<file path="src/rtl/ws2812b_chain_driver.sv">
// ---------------------------------------------------------------------------
// ws2812b_chain_driver
//   Double-buffered WS2812B chain driver. The host writes pixels into a shadow
//   buffer at any time. A falling edge on latch_n copies the shadow buffer into
//   the display buffer and transmits it on the single-wire data line. Each
//   pixel is brightness-scaled as it is loaded into the shift register, then
//   sent MSB first in the selected colour order. After the last LED the line
//   is held low for the latch gap, and frame_done pulses for one cycle.
//   A latch request made while a frame is in flight is queued (one deep) and
//   starts the next frame straight after the gap.
//
// Ports
//   clk          system clock
//   reset        synchronous, active-high reset
//   address      LED index written when load=1 (indices >= NB_LEDS ignored)
//   red/green/blue  pixel components written into the shadow buffer
//   load         write {red,green,blue} into shadow[address] this cycle
//   latch_n      falling edge requests transmission of the shadow frame
//   brightness   global scale factor, applied as each pixel is serialised
//   data_ws2812b serial line to the first LED
//   busy         high from frame start through the end of the latch gap
//   frame_done   one-cycle pulse when the latch gap completes
// ---------------------------------------------------------------------------
module ws2812b_chain_driver #(
    parameter int NB_LEDS     = 12,
    parameter int ADDR_W      = 8,
    parameter int T0H_CYC     = 20,
    parameter int T1H_CYC     = 40,
    parameter int TBIT_CYC    = 63,
    parameter int TRST_CYC    = 2500,
    parameter int COLOR_ORDER = 0
) (
    input  logic              clk,
    input  logic              reset,
    input  logic [ADDR_W-1:0] address,
    input  logic [7:0]        red,
    input  logic [7:0]        green,
    input  logic [7:0]        blue,
    input  logic              load,
    input  logic              latch_n,
    input  logic [7:0]        brightness,
    output logic              data_ws2812b,
    output logic              busy,
    output logic              frame_done
);

    localparam int IDX_W   = (NB_LEDS > 1) ? $clog2(NB_LEDS) : 1;
    localparam int CNT_MAX = (TRST_CYC > TBIT_CYC) ? TRST_CYC : TBIT_CYC;
    localparam int CNT_W   = $clog2(CNT_MAX + 1);

    // Terminal counts: a state lasting N cycles exits when the counter is N-1.
    localparam logic [CNT_W-1:0] HI0_LAST = CNT_W'(T0H_CYC - 1);
    localparam logic [CNT_W-1:0] HI1_LAST = CNT_W'(T1H_CYC - 1);
    localparam logic [CNT_W-1:0] LO0_LAST = CNT_W'(TBIT_CYC - T0H_CYC - 1);
    localparam logic [CNT_W-1:0] LO1_LAST = CNT_W'(TBIT_CYC - T1H_CYC - 1);
    localparam logic [CNT_W-1:0] GAP_LAST = CNT_W'(TRST_CYC - 1);
    localparam logic [IDX_W-1:0] IDX_LAST = IDX_W'(NB_LEDS - 1);

    typedef enum logic [2:0] {
        S_IDLE,
        S_COPY,
        S_PIX,
        S_BIT_HI,
        S_BIT_LO,
        S_GAP
    } state_t;

    state_t             state_q, state_d;
    logic [CNT_W-1:0]   cnt_q, cnt_d;
    logic [IDX_W-1:0]   idx_q, idx_d;
    logic [4:0]         bit_q, bit_d;
    logic [23:0]        shreg_q, shreg_d;
    logic               pending_q, pending_d;
    logic               latch_n_q;
    logic               data_q, data_d;
    logic               busy_q, busy_d;
    logic               frame_done_q, frame_done_d;

    logic               latch_req;
    logic [NB_LEDS-1:0][23:0] display_all;

    assign latch_req = latch_n_q & ~latch_n;

    // -----------------------------------------------------------------------
    // Pixel buffers: one shadow/display register pair per LED. The display
    // copy happens in COPY, so a host load in the latch-edge cycle has already
    // reached the shadow register and is included in the frame.
    // -----------------------------------------------------------------------
    genvar gi;
    generate
        for (gi = 0; gi < NB_LEDS; gi++) begin : g_pix
            logic [23:0] shadow_q, shadow_d;
            logic [23:0] display_q, display_d;

            always_comb begin
                shadow_d = shadow_q;
                if (load && (address == ADDR_W'(gi))) begin
                    shadow_d = {red, green, blue};
                end
                display_d = display_q;
                if (state_q == S_COPY) begin
                    display_d = shadow_q;
                end
            end

            always_ff @(posedge clk) begin
                if (reset) begin
                    shadow_q  <= '0;
                    display_q <= '0;
                end else begin
                    shadow_q  <= shadow_d;
                    display_q <= display_d;
                end
            end

            assign display_all[gi] = display_q;
        end
    endgenerate

    // -----------------------------------------------------------------------
    // Brightness scaling and colour ordering of the pixel at idx.
    // c' = (c * (brightness + 1)) >> 8, so 255 is unity and 0 is black.
    // -----------------------------------------------------------------------
    logic [23:0] pix_raw;
    logic [15:0] gain;
    logic [15:0] r_prod, g_prod, b_prod;
    logic [23:0] pix_word;

    always_comb begin
        pix_raw = display_all[idx_q];
        gain    = {8'd0, brightness} + 16'd1;
        r_prod  = {8'd0, pix_raw[23:16]} * gain;
        g_prod  = {8'd0, pix_raw[15:8]}  * gain;
        b_prod  = {8'd0, pix_raw[7:0]}   * gain;
        if (COLOR_ORDER == 0) begin
            pix_word = {g_prod[15:8], r_prod[15:8], b_prod[15:8]};
        end else begin
            pix_word = {r_prod[15:8], g_prod[15:8], b_prod[15:8]};
        end
    end

    // -----------------------------------------------------------------------
    // State register
    // -----------------------------------------------------------------------
    always_ff @(posedge clk) begin
        if (reset) begin
            state_q      <= S_IDLE;
            cnt_q        <= '0;
            idx_q        <= '0;
            bit_q        <= '0;
            shreg_q      <= '0;
            pending_q    <= 1'b0;
            latch_n_q    <= 1'b1;
            data_q       <= 1'b0;
            busy_q       <= 1'b0;
            frame_done_q <= 1'b0;
        end else begin
            state_q      <= state_d;
            cnt_q        <= cnt_d;
            idx_q        <= idx_d;
            bit_q        <= bit_d;
            shreg_q      <= shreg_d;
            pending_q    <= pending_d;
            latch_n_q    <= latch_n;
            data_q       <= data_d;
            busy_q       <= busy_d;
            frame_done_q <= frame_done_d;
        end
    end

    // -----------------------------------------------------------------------
    // Next-state logic
    // -----------------------------------------------------------------------
    logic             last_pix;
    logic [CNT_W-1:0] hi_last;
    logic [CNT_W-1:0] lo_last;

    always_comb begin
        last_pix = (idx_q == IDX_LAST);
        hi_last  = shreg_q[23] ? HI1_LAST : HI0_LAST;
        lo_last  = shreg_q[23] ? LO1_LAST : LO0_LAST;

        state_d   = state_q;
        cnt_d     = cnt_q + CNT_W'(1);
        idx_d     = idx_q;
        bit_d     = bit_q;
        shreg_d   = shreg_q;
        pending_d = pending_q;

        // Requests while a frame is in flight collapse into one pending flag.
        if (latch_req && (state_q != S_IDLE)) begin
            pending_d = 1'b1;
        end

        case (state_q)
            S_IDLE: begin
                cnt_d = '0;
                if (latch_req) begin
                    state_d = S_COPY;
                end
            end
            S_COPY: begin
                cnt_d   = '0;
                idx_d   = '0;
                state_d = S_PIX;
            end
            S_PIX: begin
                cnt_d   = '0;
                shreg_d = pix_word;
                bit_d   = 5'd23;
                state_d = S_BIT_HI;
            end
            S_BIT_HI: begin
                if (cnt_q == hi_last) begin
                    cnt_d   = '0;
                    state_d = S_BIT_LO;
                end
            end
            S_BIT_LO: begin
                if ((bit_q == 5'd0) && !last_pix) begin
                    // Leave one cycle early: the PIX cycle is the final low
                    // cycle of this bit, keeping the bit period exact.
                    if (cnt_q == lo_last - CNT_W'(1)) begin
                        cnt_d   = '0;
                        idx_d   = idx_q + IDX_W'(1);
                        state_d = S_PIX;
                    end
                end else if (cnt_q == lo_last) begin
                    cnt_d = '0;
                    if (bit_q == 5'd0) begin
                        state_d = S_GAP;
                    end else begin
                        bit_d   = bit_q - 5'd1;
                        shreg_d = {shreg_q[22:0], 1'b0};
                        state_d = S_BIT_HI;
                    end
                end
            end
            S_GAP: begin
                if (cnt_q == GAP_LAST) begin
                    cnt_d = '0;
                    if (pending_q || latch_req) begin
                        pending_d = 1'b0;
                        state_d   = S_COPY;
                    end else begin
                        state_d = S_IDLE;
                    end
                end
            end
            default: begin
                cnt_d   = '0;
                state_d = S_IDLE;
            end
        endcase
    end

    // -----------------------------------------------------------------------
    // Output logic (registered so the line is glitch-free)
    // -----------------------------------------------------------------------
    always_comb begin
        data_d       = (state_d == S_BIT_HI);
        busy_d       = (state_d != S_IDLE);
        frame_done_d = (state_q == S_GAP) && (state_d != S_GAP);
    end

    assign data_ws2812b = data_q;
    assign busy         = busy_q;
    assign frame_done   = frame_done_q;

endmodule

</file>
<file path="config.mk">
export PLATFORM = sky130hd
export DESIGN_NAME = ws2812b_chain_driver
export DESIGN_NICKNAME = d
export VERILOG_FILES = /design/src/rtl/ws2812b_chain_driver.sv
export SDC_FILE = /design/constraint.sdc
export NUM_CORES = 2
export LEC_CHECK = 0
export BUFFER_PORTS_ARGS = -buffer_cell sky130_fd_sc_hd__buf_2
export CAP_MARGIN = 20
export CORE_ASPECT_RATIO = 0.5
export CORE_MARGIN = 2
export CORE_UTILIZATION = 45
export CTS_CLUSTER_SIZE = 40
export DETAILED_ROUTE_END_ITERATION = 8
export HOLD_SLACK_MARGIN = 0.08
export PLACE_DENSITY_LB_ADDON = 0.1
export SLEW_MARGIN = 15
export SYNTH_ARGS = -nofsm -noshare
export SYNTH_HDL_FRONTEND = slang
export SYNTH_SLANG_ARGS = --single-unit
export TNS_END_PERCENT = 10
</file>
<file path="constraint.sdc">
create_clock -name clk -period 7.1 [get_ports clk]
set_input_delay 1.065 -clock clk [delete_from_list [all_inputs] [get_ports clk]]
set_output_delay 1.065 -clock clk [all_outputs]
set_load 0.005 [all_outputs]
</file>
**After elaboration in Yosys (flattened, before gate mapping)**

Index checks and enable logic that the tools add are counted.

- Flip-flop bits (word level): 629

- Add/subtract/negate cells: 5
- Bitwise gates (word level): 2
- Equality and inequality tests: 28
- $mul: 3
- Magnitude comparators: 1
- Reductions and logical operators: 26
- Muxes and demuxes: 34

Operator list:

| kind | count |
|---|---|
| binary-select mux 24 bit (select 4 bit) | 1 |
| two-way mux 24 bit | 4 |
| two-way mux 12 bit | 5 |
| multiplier 8 x 9 -> 16 bit | 3 |
| one-hot mux 24 bit (2 select lines) | 1 |
| one-hot mux 12 bit (3 select lines) | 1 |
| == test 8 x 3 -> 1 bit, second input constant | 4 |
| == test 8 x 4 -> 1 bit, second input constant | 4 |
| == test 12 x 6 -> 1 bit | 2 |
| two-way mux 3 bit | 7 |
| one-hot mux 3 bit (6 select lines) | 1 |
| == test 8 x 2 -> 1 bit, second input constant | 2 |
| logical AND 1 bit | 15 |
| two-way mux 5 bit | 3 |
| adder 12 x 1 -> 12 bit, second input constant | 1 |
| == test 12 bit | 1 |
| == test 12 bit, second input constant | 1 |
| two-way mux 6 bit | 2 |
| != test 2 bit, second input constant | 5 |
| one-hot mux 5 bit (2 select lines) | 1 |
| adder 8 x 1 -> 9 bit, second input constant | 1 |
| == test 3 x 2 -> 1 bit, second input constant | 3 |
| == test 8 x 1 -> 1 bit, second input constant | 1 |
| logical NOT 8 bit | 1 |
| other kinds (21) | 29 |

**Logic depth before layout (Yosys ltp)**

- Word-level depth: 8
- Depth in mapped cells: 27

**Worst setup path before layout**

No wires, ideal clock.

- Kind: reg2reg
- Start point: reg idx_q[0]
- End point: reg shreg_q[21]
- Slack: 696 ps
- Stages on the path, launching flop included: 24
- Path buffers: 7
- Clock period less this slack: 6,404 ps
- Setup time: 103 ps
- Data arrival time: 6,300 ps
- Cells stage by stage: dfxtp_1 buf_6 buf_8 buf_6 buf_4 buf_4 buf_4 mux4_2 a21oi_1 nor2_1 fa_1 fa_1 fa_1 inv_1 fa_1 inv_1 ha_1 clkbuf_1 nand3_1 or4_4 a31oi_4 a21o_2 xnor2_1 a2111oi_2

- Longest elaborated chain between the ends: 5

RTL lines:

| element | RTL line | text |
|---|---|---|
| start, declared | 70 | `logic [IDX_W-1:0] idx_q, idx_d;` |
| start signal, assigned | 160 | `idx_q <= idx_d;` |
| parallel branches: the longest is 5 deep, another holds multiplier 8 x 9 -> 16 bit | n/a |  |
| end signal, assigned | 162 | `shreg_q <= shreg_d;` |
| end, declared | 72 | `logic [23:0] shreg_q, shreg_d;` |

Parallel ways; which one is timed is not known. The select of a mux whose other input is x is not followed.
A chain may end at the register's enable or synchronous reset.

**Worst setup path in the final report**

Ends and elaborated chain as after synthesis.

==> run_results.csv <==
group,metric,value,unit
place,hpwl,56600,um
routing,routed_wl,90900,um
global_route,grt_pass1_vias,23786,
synthesis,synth_compound_area_frac,0.133,
routing,routedWlPerCell,19.5,um
routing,post_drt_via_cell_ratio,5.40,
global_route,use_met2,0.403,
synthesis,ys_async_sr_fraction,0,
floorplanning,die_h,189,um
sta,worstMarginPinSlew,1.37,ns
synthesis,synth_simple_gate_area_share,0.215,
sta,fin_worst_skew,0.0502,ns
global_route,grt-ovfl-total,0,
routing,first_pass_iters,5,
critical_path,cp-start-kind,"flip-flop",
global_route,grt_pass1_wl,142000,um
global_route,grt_usage,0.256,
final_layout,fin_cells,4672,
status,outcome,"complete, no violations",
floorplanning,die_x,374,um
final_layout,mostFrequentLayoutCells,"nand2_1 (1249), a21oi_1 (638), dfxtp_1 (627)",
floorplanning,rows,67,
synthesis,synth.distinct_cells,78,
pwr,p_leak,12.4,nW
clocking,numCtsBuffers,56,
synthesis,synth-seq-cells,629,
final_layout,area_growth,10.3,%
critical_path,worstSetupPathType,"flip-flop to flip-flop",
routing,ant_nets,0,
clocking,cts_tree,"done",
synthesis,synth_top_flop_cell,"dfxtp_1",
pwr,power.density,216,nW/um2
flow_run,drv_cap,0,
clocking,cts_resized,0,
synthesis,synth_top_family_by_area,"simple AND/OR/NAND/NOR gates",
critical_path,r2r_cells,18,
synthesis,synthCells,3808,
place,io_buffers,46,
sta,finalSetupTns,0,ns
pwr,ir_worst_vdd,207,uV
critical_path,cp_common_cell,"fa_1",
final_layout,drive_gt1_frac,0.0920,
critical_path,cpMaxStageDelayCell,"dfxtp_4",
clocking,clkLatencyLatePin,0.65,ns
hold_path,min_delay_path_depth,2,
routing,route.vias.total,25208,
critical_path,cp.required,7.65,ns
synthesis,syn_area,30800,um2
synthesis,synth-seq-area-share,0.409,
critical_path,crit_chain,"buf_12 -> mux4_2 -> mux2i_1 -> o22ai_1 -> and2_1 -> fa_1 -> fa_1 -> fa_1 -> inv_1 -> fa_1 -> inv_1 -> ha_1 -> nand3_1 -> or4_4 -> a31oi_4 -> a21o_2 -> xnor2_1 -> a2111oi_2",
synthesis,synth.area.mux_share,0.0556,
sta,rsz0062_at_grt,"false",
clocking,cts_num_sinks,629,
place,place_congestion,0.841,
clocking,ctsHtreeMaxLevel,2,
floorplanning,die_area,70700,um2
final_layout,fin_nets,3989,
sta,post-route-period-util,0.891,
synthesis,synth-xor-area-share,0.0142,
clocking,clock_tree.buffer_depth,3,
synthesis,synth_edf_count,0,
sta,fmax,158,MHz
global_route,grt_max_degree,223,
sta,drv_slew,0,
clocking,cts-root-buf,"clkbuf_16",
synthesis,synthAdderAreaFrac,0.119,
hold_path,min_path_type,"flip-flop to flip-flop",
sta,setup_viol,0,
synthesis,synth_nets,4074,
synthesis,yosysWarningCount,0,
sta,max_slew_margin,0.0869,
place,dp_cells,4562,
clocking,hold_buffers,0,
routing,drt_iter0_drc,2217,
global_route,busiest_layer,"met2",
synthesis,post_synth.cell_area_avg,8.09,um2
sta,finalHoldViolations,0,
clocking,postCtsSetupBuffers,0,
sta,period_minus_slack,6.33,ns
global_route,use_met1,0.379,
routing,drt_drc_violations_left,0,
floorplanning,coreArea,67300,um2
critical_path,crit_path_max_incr_delay,0.61,ns
global_route,grt_use_met3,0.0305,
final_layout,final_common_cell,"nand2_1",
floorplanning,initial_core_util,0.458,
global_route,antenna_found_initial,11,
critical_path,worstPathArrival,6.88,ns
critical_path,end_kind,"flip-flop",
clocking,clk_pin_slew,0.08,ns
final_layout,n_fill_cell,6548,
floorplanning,num_io_pins,47,
critical_path,crit_fanout,20,
-- flip-flops by register name, indices dropped and copies added, names as in the netlist --
name	count
state_q	3
g_pix.display_q	288
shreg_q	24
bit_q	5
cnt_q	12
pending_q	1
g_pix.shadow_q	288
latch_n_q	1
busy	1
frame_done	1
data_ws2812b	1
idx_q	4
-- cell families (layout without fill, tap and decap cells) --
| logic type | after synthesis | after routing |
|---|---|---|
| AO/OA/AOI/OAI | 749 | 749 |
| adder cells (fa/ha/maj) | 222 | 222 |
| XOR/XNOR | 50 | 50 |
| multiplexers | 86 | 86 |
| flip-flops | 629 | 629 |
| buffers and inverters | 430 | 393 |
| other | 0 | 4 |
| AND/OR/NAND/NOR | 1642 | 1642 |
-- synthesized netlist by cell type (8+ instances only) --
cell type / number / area, um2
nand2_1: 1253 / 4700
a21oi_1: 638 / 3190
dfxtp_1: 629 / 12600
clkbuf_1: 246 / 923
nor2_1: 197 / 739
inv_1: 162 / 608
fa_1: 120 / 2400
ha_1: 102 / 1280
mux4_2: 56 / 1260
nor2b_1: 32 / 200
xnor2_1: 29 / 254
nand2b_1: 27 / 169
nor3_1: 26 / 130
o21ai_0: 26 / 130
nand3_1: 25 / 125
or2_2: 25 / 156
xor2_1: 21 / 184
mux2i_1: 18 / 180
a221oi_1: 11 / 96.3
and3_1: 10 / 62.6
and2_1: 9 / 56.3
buf_2: 9 / 45.0
mux4_1: 9 / 236
nor4_1: 8 / 50.1
o21a_1: 8 / 60.1
-- area by class of cell --
type	instances	area (um2)	area share
antenna	4	10.0	0.000295
sequential	629	12600	0.371
inverter	163	612	0.0180
timing repair buffer	124	951	0.0280
clock inverter	30	375	0.0111
tap	897	1120	0.0330
clock buffer	76	1630	0.0479
multi-input combinational	2749	16700	0.491
-- per-stage QoR --
| stage | util | setup WS [ns] | power (W) | hold slack, ns | area [um2] |
|---|---|---|---|---|---|
| finish | 0.505 | 0.774 | 0.00735 | 0.414 | 34000 |
| global route | 0.504 | 0.435 | 0.00759 | 0.444 | 34000 |
| CTS | 0.504 | 0.713 | 0.00740 | 0.412 | 34000 |
| detailed placement | 0.475 | 0.664 | 0.00412 | 0.441 | 31900 |
| global placement | 0.475 | 0.732 | 0.00412 | 0.436 | 31900 |
| floorplan | - | 0.696 | 0.00395 | 0.432 | 30800 |
-- path summary, 6_finish.rpt --
path / slack (ns) / end / start
max: 0.77 / shreg_q[21] / idx_q[0]
min: 0.41 / g_pix[11].display_q[4] / g_pix[11].shadow_q[4]
max reg2reg: 0.77 / shreg_q[21] / idx_q[0]
min reg2reg: 0.41 / g_pix[11].display_q[4] / g_pix[11].shadow_q[4]
-- power breakdown --
part           internal, W  leakage, nW  switching [W]
Combinational    0.0000824         6.33       0.000387
Clock              0.00184        0.988        0.00146
Sequential         0.00355         5.07      0.0000194
Total              0.00548         12.4        0.00187
-- per-layer routing --
metal  routed length, um  share of wire
met1               44100           0.48
met2               40000           0.44
met3                5260          0.058
met4                1600          0.018
met5                   0              0
-- critical path: cells and delay by family, from the launching register on --
family	cells	cell delay, ns
adder cells (fa/ha/maj)	5	2.30
AO/OA/AOI/OAI	4	1.09
multiplexers	2	0.91
AND/OR/NAND/NOR	3	0.88
flip-flops	1	0.61
buffers and inverters	3	0.38
XOR/XNOR	1	0.08
No activity file was read; power rests on OpenSTA's default activity.
